==> src/rtl/channel_req_arbiter.sv <==
// channel_req_arbiter: locked one-hot channel grant with per-class round-robin; optional LP anti-starvation via LP_AGING_EN
module channel_req_arbiter #(
    parameter int NUM_PORTS = 5,
    parameter int PTR_W     = 3,
    parameter int AGE_LIMIT = 8
) (
    input  logic                     clk,
    input  logic                     rst,
    input  logic [NUM_PORTS-1:0]     hp_req_i,
    input  logic [NUM_PORTS-1:0]     lp_req_i,
    input  logic [NUM_PORTS-1:0]     release_i,
    input  logic                     channel_ready_i,
    output logic [2*NUM_PORTS-1:0]   arb_req_o,
    output logic                     HP_output_req_o,
    output logic                     LP_output_req_o,
    output logic [2*NUM_PORTS-1:0]   channel_req_o,
    output logic                     busy_o
);
    typedef enum logic {IDLE, LOCKED} state_t;
    state_t                 state_q;
    logic [PTR_W-1:0]       hp_ptr_q, lp_ptr_q, owner_q, hp_idx, lp_idx, sel_idx, owner_inc;
    logic                   owner_hp_q, any_hp, any_lp, pick_lp, start, grant_end;
    logic [NUM_PORTS-1:0]   sel_oh;
    logic [2*NUM_PORTS-1:0] arb_req_q, channel_req_q;
    logic                   hp_out_q, lp_out_q, busy_q;

    assign any_hp    = |hp_req_i;
    assign any_lp    = |lp_req_i;
    assign start     = (state_q == IDLE) && channel_ready_i && (any_hp || any_lp);
    assign sel_idx   = pick_lp ? lp_idx : hp_idx;
    assign sel_oh    = NUM_PORTS'(1) << sel_idx;
    assign grant_end = release_i[owner_q] | ~(owner_hp_q ? hp_req_i[owner_q] : lp_req_i[owner_q]);
    assign owner_inc = (owner_q == PTR_W'(NUM_PORTS-1)) ? '0 : owner_q + 1'b1;

    // rotating-priority search; offsets walked downward so the smallest offset from the pointer wins
    always_comb begin
        hp_idx = '0;
        lp_idx = '0;
        for (int k = NUM_PORTS-1; k >= 0; k--) begin
            if (hp_req_i[(int'(hp_ptr_q)+k) % NUM_PORTS]) hp_idx = PTR_W'((int'(hp_ptr_q)+k) % NUM_PORTS);
            if (lp_req_i[(int'(lp_ptr_q)+k) % NUM_PORTS]) lp_idx = PTR_W'((int'(lp_ptr_q)+k) % NUM_PORTS);
        end
    end

`ifdef LP_AGING_EN
    localparam int AGE_W = $clog2(AGE_LIMIT+1);
    localparam logic [AGE_W-1:0] AGE_MAX = AGE_W'(AGE_LIMIT);
    logic [AGE_W-1:0] age_q;

    assign pick_lp = ~any_hp | ((age_q == AGE_MAX) & any_lp);

    // count consecutive HP grants that bypassed a pending LP request
    always_ff @(posedge clk) begin
        if (rst)
            age_q <= '0;
        else if (start)
            age_q <= (pick_lp || !any_lp) ? '0 : (age_q == AGE_MAX) ? age_q : age_q + 1'b1;
    end
`else
    assign pick_lp = ~any_hp;
`endif

    // request snapshot plus IDLE/LOCKED grant FSM with registered outputs
    always_ff @(posedge clk) begin
        if (rst) begin
            state_q       <= IDLE;
            hp_ptr_q      <= '0;
            lp_ptr_q      <= '0;
            owner_q       <= '0;
            owner_hp_q    <= 1'b0;
            arb_req_q     <= '0;
            hp_out_q      <= 1'b0;
            lp_out_q      <= 1'b0;
            channel_req_q <= '0;
            busy_q        <= 1'b0;
        end else begin
            arb_req_q <= {hp_req_i, lp_req_i};
            hp_out_q  <= any_hp;
            lp_out_q  <= any_lp;
            case (state_q)
                IDLE: if (start) begin
                    state_q       <= LOCKED;
                    owner_q       <= sel_idx;
                    owner_hp_q    <= ~pick_lp;
                    channel_req_q <= pick_lp ? {NUM_PORTS'(0), sel_oh} : {sel_oh, NUM_PORTS'(0)};
                    busy_q        <= 1'b1;
                end
                LOCKED: if (grant_end) begin
                    state_q       <= IDLE;
                    channel_req_q <= '0;
                    busy_q        <= 1'b0;
                    if (owner_hp_q) hp_ptr_q <= owner_inc;
                    else            lp_ptr_q <= owner_inc;
                end
                default: state_q <= IDLE;
            endcase
        end
    end

    assert property (@(posedge clk) $onehot0(channel_req_q));

    assign arb_req_o       = arb_req_q;
    assign HP_output_req_o = hp_out_q;
    assign LP_output_req_o = lp_out_q;
    assign channel_req_o   = channel_req_q;
    assign busy_o          = busy_q;
endmodule

==> config.mk <==
export PLATFORM = sky130hd
export DESIGN_NAME = channel_req_arbiter
export DESIGN_NICKNAME = d
export VERILOG_FILES = /design/src/rtl/channel_req_arbiter.sv
export SDC_FILE = /design/constraint.sdc
export NUM_CORES = 1
export LEC_CHECK = 0
export ABC_CLOCK_PERIOD_IN_PS = 7800
export CORE_ASPECT_RATIO = 0.8
export CORE_MARGIN = 10
export CORE_UTILIZATION = 50
export DETAILED_ROUTE_END_ITERATION = 6
export GPL_TIMING_DRIVEN = 0
export PLACE_DENSITY = 0.81
export SETUP_SLACK_MARGIN = 0.4
export SYNTH_ARGS = -nofsm -noshare
export SYNTH_HDL_FRONTEND = slang
export SYNTH_SLANG_ARGS = --single-unit
==> constraint.sdc <==
create_clock -name clk -period 7.8 [get_ports clk]
set_input_delay 0.78 -clock clk [delete_from_list [all_inputs] [get_ports clk]]
set_output_delay 0.78 -clock clk [all_outputs]
set_load 0.02 [all_outputs]
==> Word level (Yosys, flattened, before mapping) <==
Cells that the tools add are included.
{ "classes": {"n_addsub": 9, "div_mod_pow": 10, "order_cmp": 11, "n_eq_ne": 3, "shifts": 1, "muxes": 59, "bitwise": 4, "reduce_logical": 9} }
{ "ops": {"columns": ["operator", "count"], "rows": [
  ["$lt 32x5->1 const B", 10],
  ["$mod 32x4->32 const B", 8],
  ["$mod 4x4->32 const B", 2],
  ["$bmux 1 s3", 13],
  ["$mux 3", 12],
  ["$mux 10", 3],
  ["$mux 1", 28],
  ["$pmux 10 s2", 1],
  ["$add 3x2->4 const B", 4],
  ["$reduce_or 5->1", 2],
  ["$add 3x1->4 const B", 2],
  ["$add 3x3->4 const B", 2],
  ["$reduce_and 3->1", 2],
  ["$shl 1x3->5 const A", 1],
  ["$lt 3x4->1 const B", 1],
  ["$pmux 1 s2", 2],
  ["$reduce_and 2->1", 2],
  ["$add 3x1->3 const B", 1],
  ["$eq 3x3->1 const B", 1],
  ["$not 1->1", 3],
  ["$logic_and 1x1->1", 2],
  ["$ne 2x1->1 const B", 1],
  ["$ne 2x2->1 const B", 1],
  ["$logic_or 1x1->1", 1],
  ["$or 1x1->1", 1]
]} }
{ "totals": {"ff_bits": 34, "inputBits": 18, "output_inout_bits": 23, "word_cells": 116} }

==> Logic depth before layout (Yosys ltp) <==
{ "logic_depth": {"ltp_word": 15, "mapped_depth": 20, "ltp_nobuf": 18} }

==> Least setup slack after synthesis <==
OpenSTA, ideal clock, no wires.
{ "synth_path": {"kind": "reg-to-reg", "start": "reg lp_ptr_q[0]", "end": "reg channel_req_q[5] (netlist: channel_req_o[5])", "setup_time_ns": 0.060, "arrival_ns": 4.248, "required_time_ns": 7.740, "slack_ns": 3.492, "path_stages_with_launch": 19, "path_buffers": 2, "synth_period_minus_slack_ns": 4.308, "path_cell_list": "dfxtp_1 buf_2 buf_2 clkinv_1 ha_1 inv_1 ha_1 inv_1 ha_1 and4b_1 a211oi_1 nor2b_1 a2111o_1 a221oi_2 nor2_1 a211oi_2 o2bb2ai_2 nor4_1 a22o_1"} }
{ "synth_between": {"elab_chain_cells": 15, "word_cells_on_any_way": 34, "cone_classes": "4 x add/sub; 5 x div; 1 x shift; 24 x mux"} }
{ "synth_rtl": {"columns": ["element", "line", "text"], "rows": [
  ["start: declaration", "21", "logic [PTR_W-1:0] hp_ptr_q, lp_ptr_q, owner_q, hp_idx, lp_idx, sel_idx, owner_inc;"],
  ["start signal: assignment", "93", "else lp_ptr_q <= owner_inc;"],
  ["$add 3x3->4", "41", "if (lp_req_i[(int'(lp_ptr_q)+k) % NUM_PORTS]) lp_idx = PTR_W'((int'(lp_ptr_q)+k) % NUM_PORTS);"],
  ["$mod 32x4->32", "41", null],
  ["$bmux 1 s3", "41", null],
  ["$mux 1 (not written as such) (2 in a row)", "41", null],
  ["$mux 3 (4 in a row)", "41", null],
  ["$mux 3 (*)", "41", null],
  ["$mux 3 (*)", "30", "assign sel_idx = pick_lp ? lp_idx : hp_idx;"],
  ["$shl 1x3->5 (*)", "31", "assign sel_oh = NUM_PORTS'(1) << sel_idx;"],
  ["$mux 10 (*)", "85", "channel_req_q <= pick_lp ? {NUM_PORTS'(0), sel_oh} : {sel_oh, NUM_PORTS'(0)};"],
  ["$mux 10 (*)", "81", "IDLE: if (start) begin"],
  ["$pmux 10 s2 (*)", "80", "case (state_q)"],
  ["end signal: assignment", "85", null],
  ["end: declaration", "24", "logic [2*NUM_PORTS-1:0] arb_req_q, channel_req_q;"]
]} }
Mark *: on every way between the ends. The rest lies on a longest branch, timed or not. The select of a mux whose other input is x is not followed.
A chain may end at the register's enable or synchronous reset.

==> Worst setup path after layout <==
Ends and elaborated chain as after synthesis.

==> summary.txt <==
Synthesis
  • Post-Syn Instances: 560
  • Synth Cell Area: 4310 um2
  • Post-synthesis cell type count: 84
  • Post-synth EDFFs: 0
  • Post-synthesis adder-cell area fraction: 12.2%
  • Synth warn: 0
  • Leading area contributor after synthesis: dfxtp_1
  • Seq/Total Area, Yosys: 15.8%
  • Synth top area share: 15.8%
  • Average size of a mapped cell: 7.69 um2
  • Main combinational cell family by area after synthesis: compound AO/OA/AOI/OAI gates
  • #FFs+latches synth: 34
  • Post-Syn Nets: 620
  • Top post-synthesis cells by area: dfxtp_1 (16%), ha_1 (12%), mux2i_1 (6.0%)
  • Synth top cells by count: nor2_1 (53), ha_1 (42), nand2_1 (42)
  • Ys flop type: dfxtp_1
  • Most frequent cell after synthesis: nor2_1
  • Mux cell area share after synthesis: 9.18%
  • Synth Area in Compound Gates: 29.8%
  • Async SR Flop Fraction: 0%
  • Post-Synth XOR/XNOR Area: 3.43%
  • Synth Area in Simple Gates: 23.5%

Critical path
  • Critical Path RT: 8030 ps
  • Slowest cell on crit path: a211oi_1
  • CP max stage delay: 700 ps
  • Startpoint Class: register
  • RR Startpoint: lp_ptr_q[0]
  • CP endpoint kind: register
  • Critical Path Most Common Cell: ha_1
  • Critical Path Start: lp_ptr_q[0]
  • CP Class: reg2reg
  • Arrival @ worst endpoint: 5690 ps
  • CP Max Fanout: 10
  • Cell chain of the critical path: buf_2 -> buf_2 -> clkinv_1 -> ha_1 -> inv_1 -> ha_1 -> inv_1 -> ha_1 -> and4b_1 -> a211oi_1 -> nor2b_1 -> a2111o_1 -> a221oi_2 -> nor2_1 -> a211oi_2 -> o2bb2ai_2 -> nor4_1 -> a22o_1
  • R2r setup slk: 2340 ps

Detailed routing
  • Routed Antenna Nets: 0
  • Vias: 4508
  • Residual DRC: 0
  • Avg WL per Cell: 17.3 um
  • Vias per std cell: 6.29
  • Final Routed Wirelength: 12400 um
  • DRT iter0 DRCs: 362
  • First-pass iteration count of the detailed router: 5

Global route
  • Global-route wire length before repair: 20000 um
  • GRT Util Overall: 18.7%
  • Vias in the first global route: 4122
  • Grt total ovfl: 0
  • GRT busiest layer: met2
  • Initial antenna violation count: 0
  • Met3 GRT Util: 3.56%
  • M1 GR Usage: 24.9%
  • Pin count of the biggest net entering global routing: 13
  • Met2 Use GR: 30.5%

Timing
  • Actual slew at the worst max-slew pin: 869 ps
  • Setup TNS: 0 ps
  • RSZ-0062 raised after global routing: no
  • Final hold vios: 0
  • Min Tclk post-route: 5460 ps
  • Final setup margin: 2340 ps
  • Max-slew headroom: 41.6%
  • Final setup viols: 0
  • Fin crit share: 70.0%
  • Skew final: 6.37 ps
  • Max Freq: 183 MHz
  • Fin. max-slew vios: 0

Floorplanning
  • FP Rows: 30
  • Die width: 124 um
  • Starting Density: 51.0%
  • Core area: 8450 um2
  • Die height: 103 um
  • IO Count: 41
  • Die area: 12800 um2

Place
  • RePlAce Congestion: 0.918
  • IO buf count: 38
  • Post-placement cell count: 710
  • Dpl hpwl: 9540 um
  • DP Worst Slack: 2480 ps

Finish
  • Syn-to-layout area delta: 14.7%
  • Share of cells above drive strength 1: 8.93%
  • Cell Count, Final, Fillers Out: 717
  • Fillers: 786
  • Fin nets: 665
  • Final Util: 58.5%
  • Ant. Diodes: 0

Clock network
  • H-tree levels: 2
  • CTS tree: built
  • Root buf cell: clkbuf_8
  • CTS Hold Buffers Added: 0
  • Worst skew pair latency: 290 ps
  • Clk pin slew, worst setup/hold paths: 70 ps
  • Post-CTS setup repair buffer count: 0
  • Maximum root-to-sink buffer count: 2
  • CTS Sinks: 34
  • TritonCTS buffer count: 5
  • Resize count post-CTS: 0

Power
  • Overall power consumption: 652 uW
  • Power per standard cell area: 132 nW/um2
  • Internal power: 408 uW
  • Max rail drop VDD: 0.000111 V
  • Seq pwr share: 29.5%
  • Sw frac: 37.3%
  • Combinational power share: 45.4%
  • Net Switching: 243 uW
  • Clk pwr share: 25.1%
  • P_leak: 0.00198 uW

Hold path
  • Hold Crit Class: reg2reg
  • Worst hold path startpoint: channel_req_o[7]

Job
  • # Max-Cap Violations: 0

Outcome
  • Status: finished, final reports clean
## power groups by stage
stage	combinational, uW	sequential [uW]	clock, uW
5_1_grt	320	193	171
2_1_floorplan	207	201	0
3_5_place_dp	288	196	0
6_report	296	192	164
3_3_place_gp	279	195	0
4_1_cts	289	192	166
## critical path: cells and delay by family (launching register included)
family	cells	cell delay, ps
flip-flops	1	480
adder cells (fa/ha/maj)	3	1010
AND/OR/NAND/NOR	4	710
buffers and inverters	5	1120
AO/OA/AOI/OAI	6	2080
## metrics by stage
step	hold slack [ps]	area, um2
2_1_floorplan	487	4310
3_3_place_gp	443	4830
3_5_place_dp	443	4830
4_1_cts	459	4940
5_1_grt	483	4940
6_report	457	4940
## layout make-up
| type | instances | area, um2 | area share [%] |
|---|---|---|---|
| Multi-Input combinational cell | 462 | 3360 | 68.1 |
| Sequential cell | 34 | 681 | 13.8 |
| Timing Repair Buffer | 38 | 380 | 7.70 |
| Tap cell | 112 | 140 | 2.84 |
| Inverter | 36 | 135 | 2.73 |
| Buffer | 28 | 128 | 2.58 |
| Clock buffer | 6 | 82.6 | 1.67 |
| Clock inverter | 1 | 30.0 | 0.608 |
## layer usage
metal / part of all wire (%) / up-vias
li1: - / 2167
met1: 45 / 2133
met2: 46 / 192
met3: 7.9 / 16
met4: 1.2 / 0
met5: 0 / -
## logic make-up after synthesis
family | Yosys count
compound gates | 171
xor+xnor | 16
fa+ha+maj | 42
buf+inv | 64
flops | 34
mux | 35
simple gates | 198
## flip-flops by register name, summed over array words and instances (netlist names), 3 cells and up
name           count
arb_req_o         10
channel_req_o     10
hp_ptr_q           3
lp_ptr_q           3
owner_q            3
## layout by cell type, fill, tap and decap left out, drive strengths merged, types with 5 or more instances in the layout
master | synthesis | routed
nand2 | 42 | 42
a31oi | 5 | 5
xnor2 | 14 | 14
ha | 42 | 42
o211ai | 5 | 5
nand2b | 8 | 8
inv | 34 | 34
a22oi | 6 | 6
dfxtp | 34 | 34
o21ai | 33 | 33
o22ai | 5 | 5
nor3b | 5 | 5
mux2 | 6 | 6
nor2b | 20 | 20
or3 | 5 | 5
and3 | 8 | 8
clkbuf | 14 | 20
nor2 | 53 | 53
nor4 | 7 | 7
a21oi | 35 | 35
buf | 14 | 14
clkdlybuf4s50 | 0 | 38
a31o | 6 | 6
o21a | 6 | 6
mux2i | 26 | 26
o31ai | 5 | 5
nor3 | 10 | 10
a21boi | 5 | 5
and2 | 7 | 7
a211oi | 9 | 9
nand3 | 15 | 15
## worst paths after layout
check                          end  cells after the start
setup / recovery  channel_req_o[5]                     18
hold / removal    channel_req_o[7]                      2
setup reg to reg  channel_req_o[5]                     18
hold reg to reg   channel_req_o[7]                      2
No activity file was read; power rests on OpenSTA's default activity.
